===== src/rtl/alu_pkg.sv =====
// Shared definitions for the execute-stage ALU: operation codes, FSM states
// and helpers that classify an operation code.
package alu_pkg;

    // alucontrol codes, shared with the ALU decoder
    localparam logic [3:0] ALU_AND  = 4'b0000;
    localparam logic [3:0] ALU_OR   = 4'b0001;
    localparam logic [3:0] ALU_ADD  = 4'b0010;
    localparam logic [3:0] ALU_SLL  = 4'b0011;
    localparam logic [3:0] ALU_SUB  = 4'b0110;
    localparam logic [3:0] ALU_SLT  = 4'b0111;
    localparam logic [3:0] ALU_LUI  = 4'b1000;
    localparam logic [3:0] ALU_XOR  = 4'b1001;
    localparam logic [3:0] ALU_BLEZ = 4'b1010;
    localparam logic [3:0] ALU_SRLV = 4'b1011;
    localparam logic [3:0] ALU_SRL  = 4'b1100;
    localparam logic [3:0] ALU_SRA  = 4'b1101;

    typedef enum logic [1:0] {
        IDLE  = 2'd0,
        SHIFT = 2'd1,
        DONE  = 2'd2
    } alu_state_t;

    typedef enum logic [1:0] {
        SK_SLL = 2'd0,
        SK_SRL = 2'd1,
        SK_SRA = 2'd2
    } shift_kind_t;

    // True for the operations that run through the iterative shifter
    function automatic logic is_shift(input logic [3:0] op);
        logic res;
        case (op)
            ALU_SLL, ALU_SRL, ALU_SRLV, ALU_SRA: res = 1'b1;
            default:                             res = 1'b0;
        endcase
        return res;
    endfunction

    // Fill rule used by the one-step shifter for a given operation
    function automatic shift_kind_t shift_kind(input logic [3:0] op);
        shift_kind_t res;
        case (op)
            ALU_SLL:           res = SK_SLL;
            ALU_SRL, ALU_SRLV: res = SK_SRL;
            ALU_SRA:           res = SK_SRA;
            default:           res = SK_SLL;
        endcase
        return res;
    endfunction

endpackage


===== src/rtl/alu_shift_step.sv =====
// Combinational single-step shifter. The caller limits amount to at most STEP
// bits, so one instance serves every cycle of an iterative shift.
module alu_shift_step
    import alu_pkg::*;
#(
    parameter int WIDTH = 32
) (
    input  logic [WIDTH-1:0] value,
    input  logic [4:0]       amount,
    input  shift_kind_t      kind,
    output logic [WIDTH-1:0] result
);

    // Shift value by amount with zero or sign fill depending on kind
    always_comb begin
        result = value;
        case (kind)
            SK_SLL:  result = value << amount;
            SK_SRL:  result = value >> amount;
            SK_SRA:  result = $unsigned($signed(value) >>> amount);
            default: result = value;
        endcase
    end

endmodule


===== src/rtl/alu_exec.sv =====
// Multi-cycle execute unit. An accepted op is latched in IDLE; the following
// cycle(s) are spent in SHIFT, which first walks the remaining shift amount
// down STEP bits per cycle (zero cycles for non-shift ops or n=0) and, once
// nothing remains, registers result/zero/illegal and moves to DONE. The
// result is held in DONE until the consumer takes it.
module alu_exec
    import alu_pkg::*;
#(
    parameter int WIDTH = 32,
    parameter int STEP  = 1
) (
    input  logic             clk,
    input  logic             reset_n,
    input  logic             in_valid,
    output logic             in_ready,
    input  logic [3:0]       alucontrol,
    input  logic [WIDTH-1:0] a,
    input  logic [WIDTH-1:0] b,
    input  logic [4:0]       shamt,
    output logic             out_valid,
    input  logic             out_ready,
    output logic [WIDTH-1:0] result,
    output logic             zero,
    output logic             illegal
);

    localparam logic [4:0] STEP_AMT = 5'(STEP);

    alu_state_t       state_q, state_d;
    logic [3:0]       op_q, op_d;
    logic [WIDTH-1:0] a_q, a_d;
    logic [WIDTH-1:0] val_q, val_d;     // operand b, shifted in place for shift ops
    logic [4:0]       rem_q, rem_d;     // shift bits still to apply
    logic [WIDTH-1:0] result_q, result_d;
    logic             zero_q, zero_d;
    logic             illegal_q, illegal_d;

    logic [4:0]       n_s;
    logic [4:0]       amt_s;
    shift_kind_t      kind_s;
    logic [WIDTH-1:0] step_out_s;
    logic [WIDTH-1:0] calc_result_s;
    logic             calc_zero_s;
    logic             calc_illegal_s;

    assign in_ready  = (state_q == IDLE);
    assign out_valid = (state_q == DONE);
    assign result    = result_q;
    assign zero      = zero_q;
    assign illegal   = illegal_q;

    // Shift amount of the incoming op: register-sourced for srlv, shamt otherwise
    always_comb begin
        if (alucontrol == ALU_SRLV) begin
            n_s = a[4:0];
        end else begin
            n_s = shamt;
        end
    end

    // Bits to shift this cycle: min(STEP, remaining)
    always_comb begin
        kind_s = shift_kind(op_q);
        if (rem_q < STEP_AMT) begin
            amt_s = rem_q;
        end else begin
            amt_s = STEP_AMT;
        end
    end

    alu_shift_step #(
        .WIDTH (WIDTH)
    ) u_shift_step (
        .value  (val_q),
        .amount (amt_s),
        .kind   (kind_s),
        .result (step_out_s)
    );

    // Final result of the latched op; shift ops have already been applied to val_q
    always_comb begin
        calc_result_s  = '0;
        calc_illegal_s = 1'b0;
        case (op_q)
            ALU_AND:  calc_result_s = a_q & val_q;
            ALU_OR:   calc_result_s = a_q | val_q;
            ALU_ADD:  calc_result_s = a_q + val_q;
            ALU_SUB:  calc_result_s = a_q - val_q;
            ALU_SLT:  calc_result_s = {{(WIDTH-1){1'b0}}, ($signed(a_q) < $signed(val_q))};
            ALU_XOR:  calc_result_s = a_q ^ val_q;
            ALU_LUI:  calc_result_s = val_q << 16;
            ALU_BLEZ: calc_result_s = a_q;
            ALU_SLL, ALU_SRL, ALU_SRLV, ALU_SRA: calc_result_s = val_q;
            default: begin
                calc_result_s  = '0;
                calc_illegal_s = 1'b1;
            end
        endcase
        if (op_q == ALU_BLEZ) begin
            calc_zero_s = a_q[WIDTH-1] | (a_q == '0);
        end else begin
            calc_zero_s = (calc_result_s == '0);
        end
    end

    // Next-state logic: accept, iterate the shift, then hold until taken
    always_comb begin
        state_d   = state_q;
        op_d      = op_q;
        a_d       = a_q;
        val_d     = val_q;
        rem_d     = rem_q;
        result_d  = result_q;
        zero_d    = zero_q;
        illegal_d = illegal_q;
        case (state_q)
            IDLE: begin
                if (in_valid) begin
                    op_d  = alucontrol;
                    a_d   = a;
                    val_d = b;
                    if (is_shift(alucontrol)) begin
                        rem_d = n_s;
                    end else begin
                        rem_d = 5'd0;
                    end
                    state_d = SHIFT;
                end else begin
                    state_d = IDLE;
                end
            end
            SHIFT: begin
                if (rem_q == 5'd0) begin
                    result_d  = calc_result_s;
                    zero_d    = calc_zero_s;
                    illegal_d = calc_illegal_s;
                    state_d   = DONE;
                end else begin
                    val_d   = step_out_s;
                    rem_d   = rem_q - amt_s;
                    state_d = SHIFT;
                end
            end
            DONE: begin
                if (out_ready) begin
                    state_d = IDLE;
                end else begin
                    state_d = DONE;
                end
            end
            default: state_d = IDLE;
        endcase
    end

    // State and datapath registers; reset aborts any op in flight
    always_ff @(posedge clk or negedge reset_n) begin
        if (!reset_n) begin
            state_q   <= IDLE;
            op_q      <= 4'b0000;
            a_q       <= '0;
            val_q     <= '0;
            rem_q     <= 5'd0;
            result_q  <= '0;
            zero_q    <= 1'b0;
            illegal_q <= 1'b0;
        end else begin
            state_q   <= state_d;
            op_q      <= op_d;
            a_q       <= a_d;
            val_q     <= val_d;
            rem_q     <= rem_d;
            result_q  <= result_d;
            zero_q    <= zero_d;
            illegal_q <= illegal_d;
        end
    end

endmodule


===== config.mk =====
export PLATFORM = sky130hd
export DESIGN_NAME = alu_exec
export DESIGN_NICKNAME = d
export VERILOG_FILES = /design/src/rtl/alu_pkg.sv /design/src/rtl/alu_shift_step.sv /design/src/rtl/alu_exec.sv
export SDC_FILE = /design/constraint.sdc
export NUM_CORES = 1
export LEC_CHECK = 0
export ABC_AREA = 1
export CORE_UTILIZATION = 55
export CTS_BUF_LIST = sky130_fd_sc_hd__clkbuf_8
export DETAILED_ROUTE_END_ITERATION = 10
export GPL_ROUTABILITY_DRIVEN = 1
export PLACE_DENSITY = 0.8
export SETUP_SLACK_MARGIN = 0.02
export SLEW_MARGIN = 30
export SYNTH_ARGS = -nofsm -noshare
export SYNTH_HDL_FRONTEND = slang
export SYNTH_SLANG_ARGS = --single-unit

===== constraint.sdc =====
create_clock -name clk -period 2.3 [get_ports clk]
set_clock_uncertainty 0.15 [all_clocks]
set_input_delay 0.23 -clock clk [delete_from_list [all_inputs] [get_ports clk]]
set_output_delay 0.23 -clock clk [all_outputs]
set_load 0.02 [all_outputs]

==> results of run 1 <==
metal layers:
metal  overflow  global-route usage (%)
met4        146                    94.6
met3          7                    77.9
met2        163                    99.2
met1         18                    86.2
met5          3                    50.9
Yosys cell counts (all sizes together) (12+ instances only):
cell	n
o22ai	65
dfrtp	109
inv	337
a21oi	113
a221oi	12
nor3	33
nand3	141
nand2	635
clkbuf	35
a221o	12
nand4	22
buf	44
nor2	251
o21ai	117
ha	101
cell families after synthesis:
group,count (synthesis)
AND/OR/NAND/NOR,1093
buffers and inverters,417
AO/OA/AOI/OAI,358
flip-flops,109
adder cells (fa/ha/maj),103
XOR/XNOR,2
metrics by stage:
stage / worst slack (ns) / instance area, sq um
floorplan: -0.0484 / 12300
global placement: -0.799 / 16700
detailed placement: -0.810 / 16700
CTS: -0.479 / 18500
timing repair:
action                                 CTS
cloned                                   5
setup endpoints to repair               61
pin swaps                               55
resized for setup                      344
hold buffers                             1
endpoints found under the hold margin   83
setup buffers                           27
==> run summary, run 1 <==
DPL Wire Length: 43600 um
Post-synth top flop: dfrtp_1
Yosys warning total: 0
# placed instances: 2814
Register bit total from synthesis: 109
CTS buffer count: 9
FP Rows: 54
Grt ovf: 337
Post-synthesis cell count: 2082
Routability congestion estimate: 1.10
CTS Sinks: 109
Post-synth top area cell: dfrtp_1
Gr usage total: 88.1%
Syn_nets: 2262
Yosys cell types: 37
Synth area leaders: dfrtp_1, nand2_1, ha_1
Fraction of the mapped netlist area in adder cells: 10.7%
Die extent in x: 151 um
Synth Area in XOR/XNOR: 0.144%
Largest net degree at the start of global routing: 73
Err: [ERROR GRT-0232] Routing congestion too high. Check the congestion heatmap in the GUI.
Die Y: 151 um
Mapped Area: 12200 sq um
Multiplexer share of the synthesized area: 0%
Main combinational cell family by area after synthesis: simple AND/OR/NAND/NOR gates
Worst endpoint type: register data pin
Syn Area/Cell: 5.86 sq um
Number of flops mapped to enable cells by yosys: 0
Synth Area in Compound Gates: 17.1%
I/O Buffers: 112
Post-Synth Simple-Gate Area: 36.2%
Clock Path Buffers: 2
Status: did not finish
Top-Level Pins: 113
Top cell type's share of synthesized area: 22.4%
Fail Step: global routing
Root buf cell: clkbuf_8
Initial Utilization: 56.1%
H-tree Lvls: 3
Sequential fraction of the synthesis area: 22.4%
Critical endpoint after global-route timing repair: zero$_DFFE_PN0P_/D
Asr flop ratio synth: 100%
==> run 2, diff against run 1 <==
--- a/config.mk
+++ b/config.mk
@@ -6,12 +6,10 @@
 export NUM_CORES = 1
 export LEC_CHECK = 0
 export ABC_AREA = 1
-export CORE_UTILIZATION = 55
-export CTS_BUF_LIST = sky130_fd_sc_hd__clkbuf_8
+export CORE_UTILIZATION = 40
 export DETAILED_ROUTE_END_ITERATION = 10
 export GPL_ROUTABILITY_DRIVEN = 1
-export PLACE_DENSITY = 0.8
-export SETUP_SLACK_MARGIN = 0.02
+export PLACE_DENSITY_LB_ADDON = 0.15
 export SLEW_MARGIN = 30
 export SYNTH_ARGS = -nofsm -noshare
 export SYNTH_HDL_FRONTEND = slang
==> constraint.sdc (replaced) <==
create_clock -name clk -period 2.99 [get_ports clk]
set_clock_uncertainty 0.15 [all_clocks]
set_input_delay 0.299 -clock clk [delete_from_list [all_inputs] [get_ports clk]]
set_output_delay 0.299 -clock clk [all_outputs]
set_load 0.02 [all_outputs]
==> run 2 against run 1 <==
  * The flow now finishes without violations
  * Synthesized cell count unchanged
  * Synthesized area stayed put
==> run summary, run 2 <==
Status: complete, no violations
CTS Sinks: 109 (unchanged)
Top cell type's share of synthesized area: 22.4% (unchanged)
R2R Path End: zero
Syn_nets: 2262 (unchanged)
Final hold vios: 0
Critical Path RT: 3.14 ns
Routability congestion estimate: 1.02 (-7.5%)
Top cell family by delay on the critical path: simple AND/OR/NAND/NOR gates
Synth area leaders: dfrtp_1, nand2_1, ha_1
Clock Path Buffers: 2 (unchanged)
CP max-delay cell: dfrtp_1
Maxcap violations: 0
Vias: 15500
Layout cell share with drive strength beyond 1: 21.5%
Crit Path Class: reg -> reg
Reg2reg path depth: 18
Nets@finish: 2673
Final Util: 58.0%
Initial DRT Pass Iterations: 5
Final period util: 97.0%
Root buf cell: clkbuf_16
Post-synthesis cell count: 2082 (unchanged)
Clock latency on the worst-skew pair: 0.40 ns
Final wirelength: 56900 um
Gr usage total: 36.3%
Vias per cell: 5.38
RSZ-0062 raised after global routing: true
FF/Latch Area: 2730 sq um
Multi-input logic area: 8480 sq um
Largest net degree at the start of global routing: 78
Initial DRC count: 1505
First-pass GRT wire length: 83700 um
Worst Setup SP: val_q[15]
CP endpoint kind: flip-flop
Core area: 29800 sq um
Die Y: 177 um (+17%)
Number of flops mapped to enable cells by yosys: 0 (unchanged)
Crit path arrival time: 3.05 ns
DPL Wire Length: 47100 um (+8.0%)
CTS tree: done
Clk slew on worst S/H paths: 0.10 ns
Crit path top cell by count: nand2_1
Grt ovf: 0
Reg2reg setup slack: 0.09 ns
Final worst path period need: 2.90 ns
Worst Path Max Fanout: 4
I/O Buffers: 112 (unchanged)
RR Startpoint: val_q[15]
Worst Setup EP: zero
Area of the die: 31200 sq um
Count leader, synth: nand2_1
Yosys cell types: 37 (unchanged)
FILL cells: 3036
Max Freq: 0.345 GHz
CTS buffer count: 9 (unchanged)
Area Overhead vs Synth: 41.6%
Mapped Area: 12200 sq um (unchanged)
Max_slew headroom: 42.0%
Critical path startpoint category: flip-flop
Antenna diodes: 0
CP peak stage delay: 0.38 ns
Syn Area/Cell: 5.86 sq um (unchanged)
Class of the worst hold path: in -> async
Sequential fraction of the synthesis area: 22.4% (unchanged)
Most frequent cells in the layout: nand2_1, buf_4, inv_1
Initial Utilization: 41.0% (-15 points)
Post-synth top area cell: dfrtp_1
Worst-path cell chain: inv_1 -> buf_4 -> ha_1 -> inv_1 -> o21bai_1 -> inv_1 -> nand2_1 -> nand2_1 -> nand2_1 -> a21oi_1 -> a21oi_1 -> nor2_1 -> nor2_1 -> buf_4 -> nand2_1 -> nor2_4 -> nand3_1 -> a21oi_1
Final Max Tran Viols: 0
Post-synth top flop: dfrtp_1
ANT nets after route: 0
Yosys warning total: 0 (unchanged)
FP Rows: 63 (+17%)
# DRC: 0
Post-synth top cells: nand2_1, inv_1, nor2_1, nand3_1, o21ai_0
H-tree Lvls: 3 (unchanged)
CP Depth: 18
Initial antenna violation count: 2
WP buf/inv: 5
Number of global-route vias before repair: 14200
Asr flop ratio synth: 100% (unchanged)
Register bit total from synthesis: 109 (unchanged)
Worst-Margin Slew: 0.871 ns
WL/cell: 19.7 um
Final setup TNS: 0 ns
Commonest non-fill, non-tap cell in the layout: nand2_1
Die extent in x: 177 um (+17%)
Top-Level Pins: 113 (unchanged)
# setup viols final: 0
run 2: how the worst min path moves through the flow:
stage                     end  slack [ns]
floorplan              a_q[0]       -0.15
global placement    result[3]        0.11
detailed placement  result[3]        0.12
CTS                 result[3]        0.23
global route        result[3]        0.27
finish              result[3]        0.22
run 2: through the flow:
step / std cells / setup slack (ns) / hold slack [ns] / area [sq um]
6_report: 2888 / 0.0912 / 0.217 / 17300
5_1_grt: 2888 / -0.0629 / 0.268 / 17300
4_1_cts: 2878 / 0.000450 / 0.232 / 16600
3_5_place_dp: 2860 / -0.328 / 0.119 / 16200
3_3_place_gp: 2860 / -0.342 / 0.110 / 16200
2_1_floorplan: 2082 / 0.523 / -0.147 / 12200
run 2: routing by layer:
layer  routed length (um)  vias to the layer above  track usage, %
met5                   25                        -               0
met4                 1650                        4            10.7
met3                 4550                       82            5.41
met2                24200                      704            55.5
met1                26400                     7244            52.2
li1                     -                     7489               -
run 2: cells by family (layout without fill, tap and decap cells):
| family | count (synthesis) | in the layout | synth area share [%] |
|---|---|---|---|
| and+or+nand+nor | 1093 | 1093 | 36.2 |
| adders and majority gates | 103 | 103 | 10.7 |
| xor gates and xnor gates | 2 | 2 | 0.144 |
| DFF | 109 | 109 | 22.4 |
| AOI/OAI and AO/OA | 358 | 358 | 17.1 |
| buffers and inverters | 417 | 833 | 13.5 |
run 2: layout make-up:
cell class | count | share of cell area [%]
inverters | 338 | 7.34
well taps | 390 | 2.82
clock buffers | 9 | 1.30
repair buffers | 479 | 23.2
multi-input cells | 1556 | 49.1
flip-flops and latches | 109 | 15.8
clock inverters | 7 | 0.413
run 2: what timing repair did:
action | 4_1_cts | 5_1_grt
setup endpoints to repair | 3 | 2
hold buffers | 1 | 0
endpoints found under the hold margin | 32 | 0
pin swaps | 1 | 29
buffers inserted | 1 | 10
gates resized for setup | 33 | 140
run 2: worst reg2reg max path, cell delays in order, from the launching register on:
cell	delay, ns
dfrtp_1	0.38
inv_1	0.10
buf_4	0.15
ha_1	0.27
inv_1	0.08
o21bai_1	0.30
inv_1	0.07
nand2_1	0.11
nand2_1	0.12
nand2_1	0.08
a21oi_1	0.09
a21oi_1	0.16
nor2_1	0.08
nor2_1	0.10
buf_4	0.13
nand2_1	0.08
nor2_4	0.14
nand3_1	0.09
a21oi_1	0.12
Power of run 2 is not shown: default switching activity piles up to over one toggle a cycle in this logic, so the estimate is an artifact.
==> run 3, diff against run 2 <==
--- a/config.mk
+++ b/config.mk
@@ -9,7 +9,9 @@
 export CORE_UTILIZATION = 40
 export DETAILED_ROUTE_END_ITERATION = 10
 export GPL_ROUTABILITY_DRIVEN = 1
+export HOLD_SLACK_MARGIN = 0.02
 export PLACE_DENSITY_LB_ADDON = 0.15
+export SETUP_SLACK_MARGIN = 0.02
 export SLEW_MARGIN = 30
 export SYNTH_ARGS = -nofsm -noshare
 export SYNTH_HDL_FRONTEND = slang
==> run 3 against run 2 <==
  * Fmax shrank 0.28%
  * Register-to-register slack is essentially flat
  * Worst setup slack lost 0.0081 ns
  * Critical path depth is the same
  * Wire length is essentially flat
  * Cell count is essentially flat
  * Final area is essentially flat
  * Die area is the same
  * Global-route usage is essentially flat
  * Sequential cell count is the same
  * Hold slack lost 0.0029 ns
  * Critical path type unchanged
  * Critical endpoint unchanged
==> run summary, run 3 (synthesized netlist as in run 2, its figures left out) <==
DPL Wire Length: 47100 um (unchanged)
Vias: 15500 (+0.032%)
Clk slew on worst S/H paths: 0.10 ns (about the same)
ANT nets after route: 0 (unchanged)
Most frequent cells in the layout: nand2_1, buf_4, inv_1
Top-Level Pins: 113 (unchanged)
Initial Utilization: 41.0% (unchanged)
Pre-CTS worst setup slack: -0.328 ns (unchanged)
Class of the worst hold path: in -> async
Crit Path Class: reg -> reg
# placed instances: 2860 (unchanged)
Die Y: 177 um (unchanged)
Layout cell share with drive strength beyond 1: 21.7% (+0.19 points)
Critical path startpoint category: flip-flop
Core area: 29800 sq um (unchanged)
Final Max Tran Viols: 0 (unchanged)
Clock Path Buffers: 2 (unchanged)
Die extent in x: 177 um (unchanged)
Max Freq: 0.344 GHz (-0.28%)
Routability congestion estimate: 1.02 (unchanged)
First-pass GRT wire length: 83800 um (+0.14%)
Crit path arrival time: 3.07 ns (+0.02 ns)
Area Overhead vs Synth: 41.7% (about the same)
Nets@finish: 2674 (+0.037%)
Final WS setup: 0.0831 ns (-0.00805 ns)
Area of the die: 31200 sq um (unchanged)
Largest net degree at the start of global routing: 78 (unchanged)
Worst-Margin Slew: 0.902 ns (+0.0314 ns)
I/O Buffers: 112 (unchanged)
Final wirelength: 56800 um (about the same)
H-tree Lvls: 3 (unchanged)
Fin cells: 2889 (+0.035%)
Grt ovf: 0 (unchanged)
CP endpoint kind: flip-flop
Initial DRC count: 1472 (-2.2%)
Final period util: 97.2% (+0.27 points)
CTS tree: done
# setup viols final: 0 (unchanged)
Number of global-route vias before repair: 14200 (+0.077%)
Initial DRT Pass Iterations: 6 (+1)
Worst Path Max Fanout: 5 (+1)
Vias per cell: 5.37 (about the same)
Critical Path RT: 3.15 ns (about the same)
Root buf cell: clkbuf_16
Reg2reg setup slack: 0.08 ns (about the same)
CTS buffer count: 9 (unchanged)
Gr usage total: 36.3% (+0.041 points)
Commonest non-fill, non-tap cell in the layout: nand2_1
FILL cells: 3040 (+0.13%)
Max_slew headroom: 39.9% (-2.1 points)
Initial antenna violation count: 2 (unchanged)
Antenna diodes: 0 (unchanged)
# DRC: 0 (unchanged)
Final Util: 58.0% (about the same)
Final worst path period need: 2.91 ns (+0.00805 ns)
RSZ-0062 raised after global routing: true
Maxcap violations: 0 (unchanged)
Status: complete, no violations
CTS Sinks: 109 (unchanged)
WL/cell: 19.7 um (about the same)
Final hold vios: 0 (unchanged)
FP Rows: 63 (unchanged)
Clock latency on the worst-skew pair: 0.40 ns (about the same)
-- run 3: layout make-up --
| cell class | instances | area (sq um) | area share (%) |
|---|---|---|---|
| sequential | 109 | 2730 | 15.8 |
| inverter | 338 | 1270 | 7.34 |
| timing repair buffer | 480 | 4030 | 23.3 |
| clock inverter | 7 | 71.3 | 0.413 |
| clock buffer | 9 | 225 | 1.30 |
| multi-input combinational | 1556 | 8480 | 49.0 |
| tap | 390 | 488 | 2.82 |
-- run 3: worst paths after layout --
kind / start / endpoint / cells after the start
worst max-delay path: a_q[18] / zero / 18
worst min-delay path: reset_n / result[3] / 2
worst max register to register: a_q[18] / zero / 18
worst min register to register: result[20] / result[20] / 2
max in group asynchronous: reset_n / a_q[23] / 3
min in group clk: a[26] / a_q[26] / 3
-- run 3: routing by layer --
metal | share of wire [%] | track usage, % | vias up
met5 | 0.044 | 0 | -
met4 | 2.9 | 10.6 | 4
met3 | 8.0 | 5.26 | 77
met2 | 43 | 55.6 | 676
met1 | 46 | 52.4 | 7271
li1 | - | - | 7500
-- run 3: critical path: stages, from the launching register on --
cell and delay (ns):
dfrtp_1 0.39, inv_1 0.09, ha_2 0.33, buf_4 0.19
nor2_4 0.13, nand2_1 0.08, inv_1 0.09, nand2_1 0.07
buf_4 0.16, nor3_1 0.12, nand2_1 0.10, a21oi_1 0.17
nor2_1 0.07, nor2_1 0.10, buf_4 0.13, nand2_1 0.08
nor2_4 0.14, nand3_2 0.08, a21oi_2 0.13
-- run 3: metrics by stage --
step | hold WS (ns) | setup TNS [ns] | instance area, sq um
3_3_place_gp | 0.110 | -0.415 | 16200
6_report | 0.215 | 0 | 17300
2_1_floorplan | -0.147 | 0 | 12200
5_1_grt | 0.268 | -0.0672 | 17300
3_5_place_dp | 0.119 | -0.402 | 16200
4_1_cts | 0.232 | 0 | 16700
-- run 3: timing repair --
action,in CTS,in global routing
endpoints found under the setup margin,3,3
hold buffers,1,0
resized for setup,39,138
buffers inserted,2,10
endpoints found under the hold margin,32,0
cloned,0,0
pin swaps,1,35
Power of run 3 is left out for the same reason.
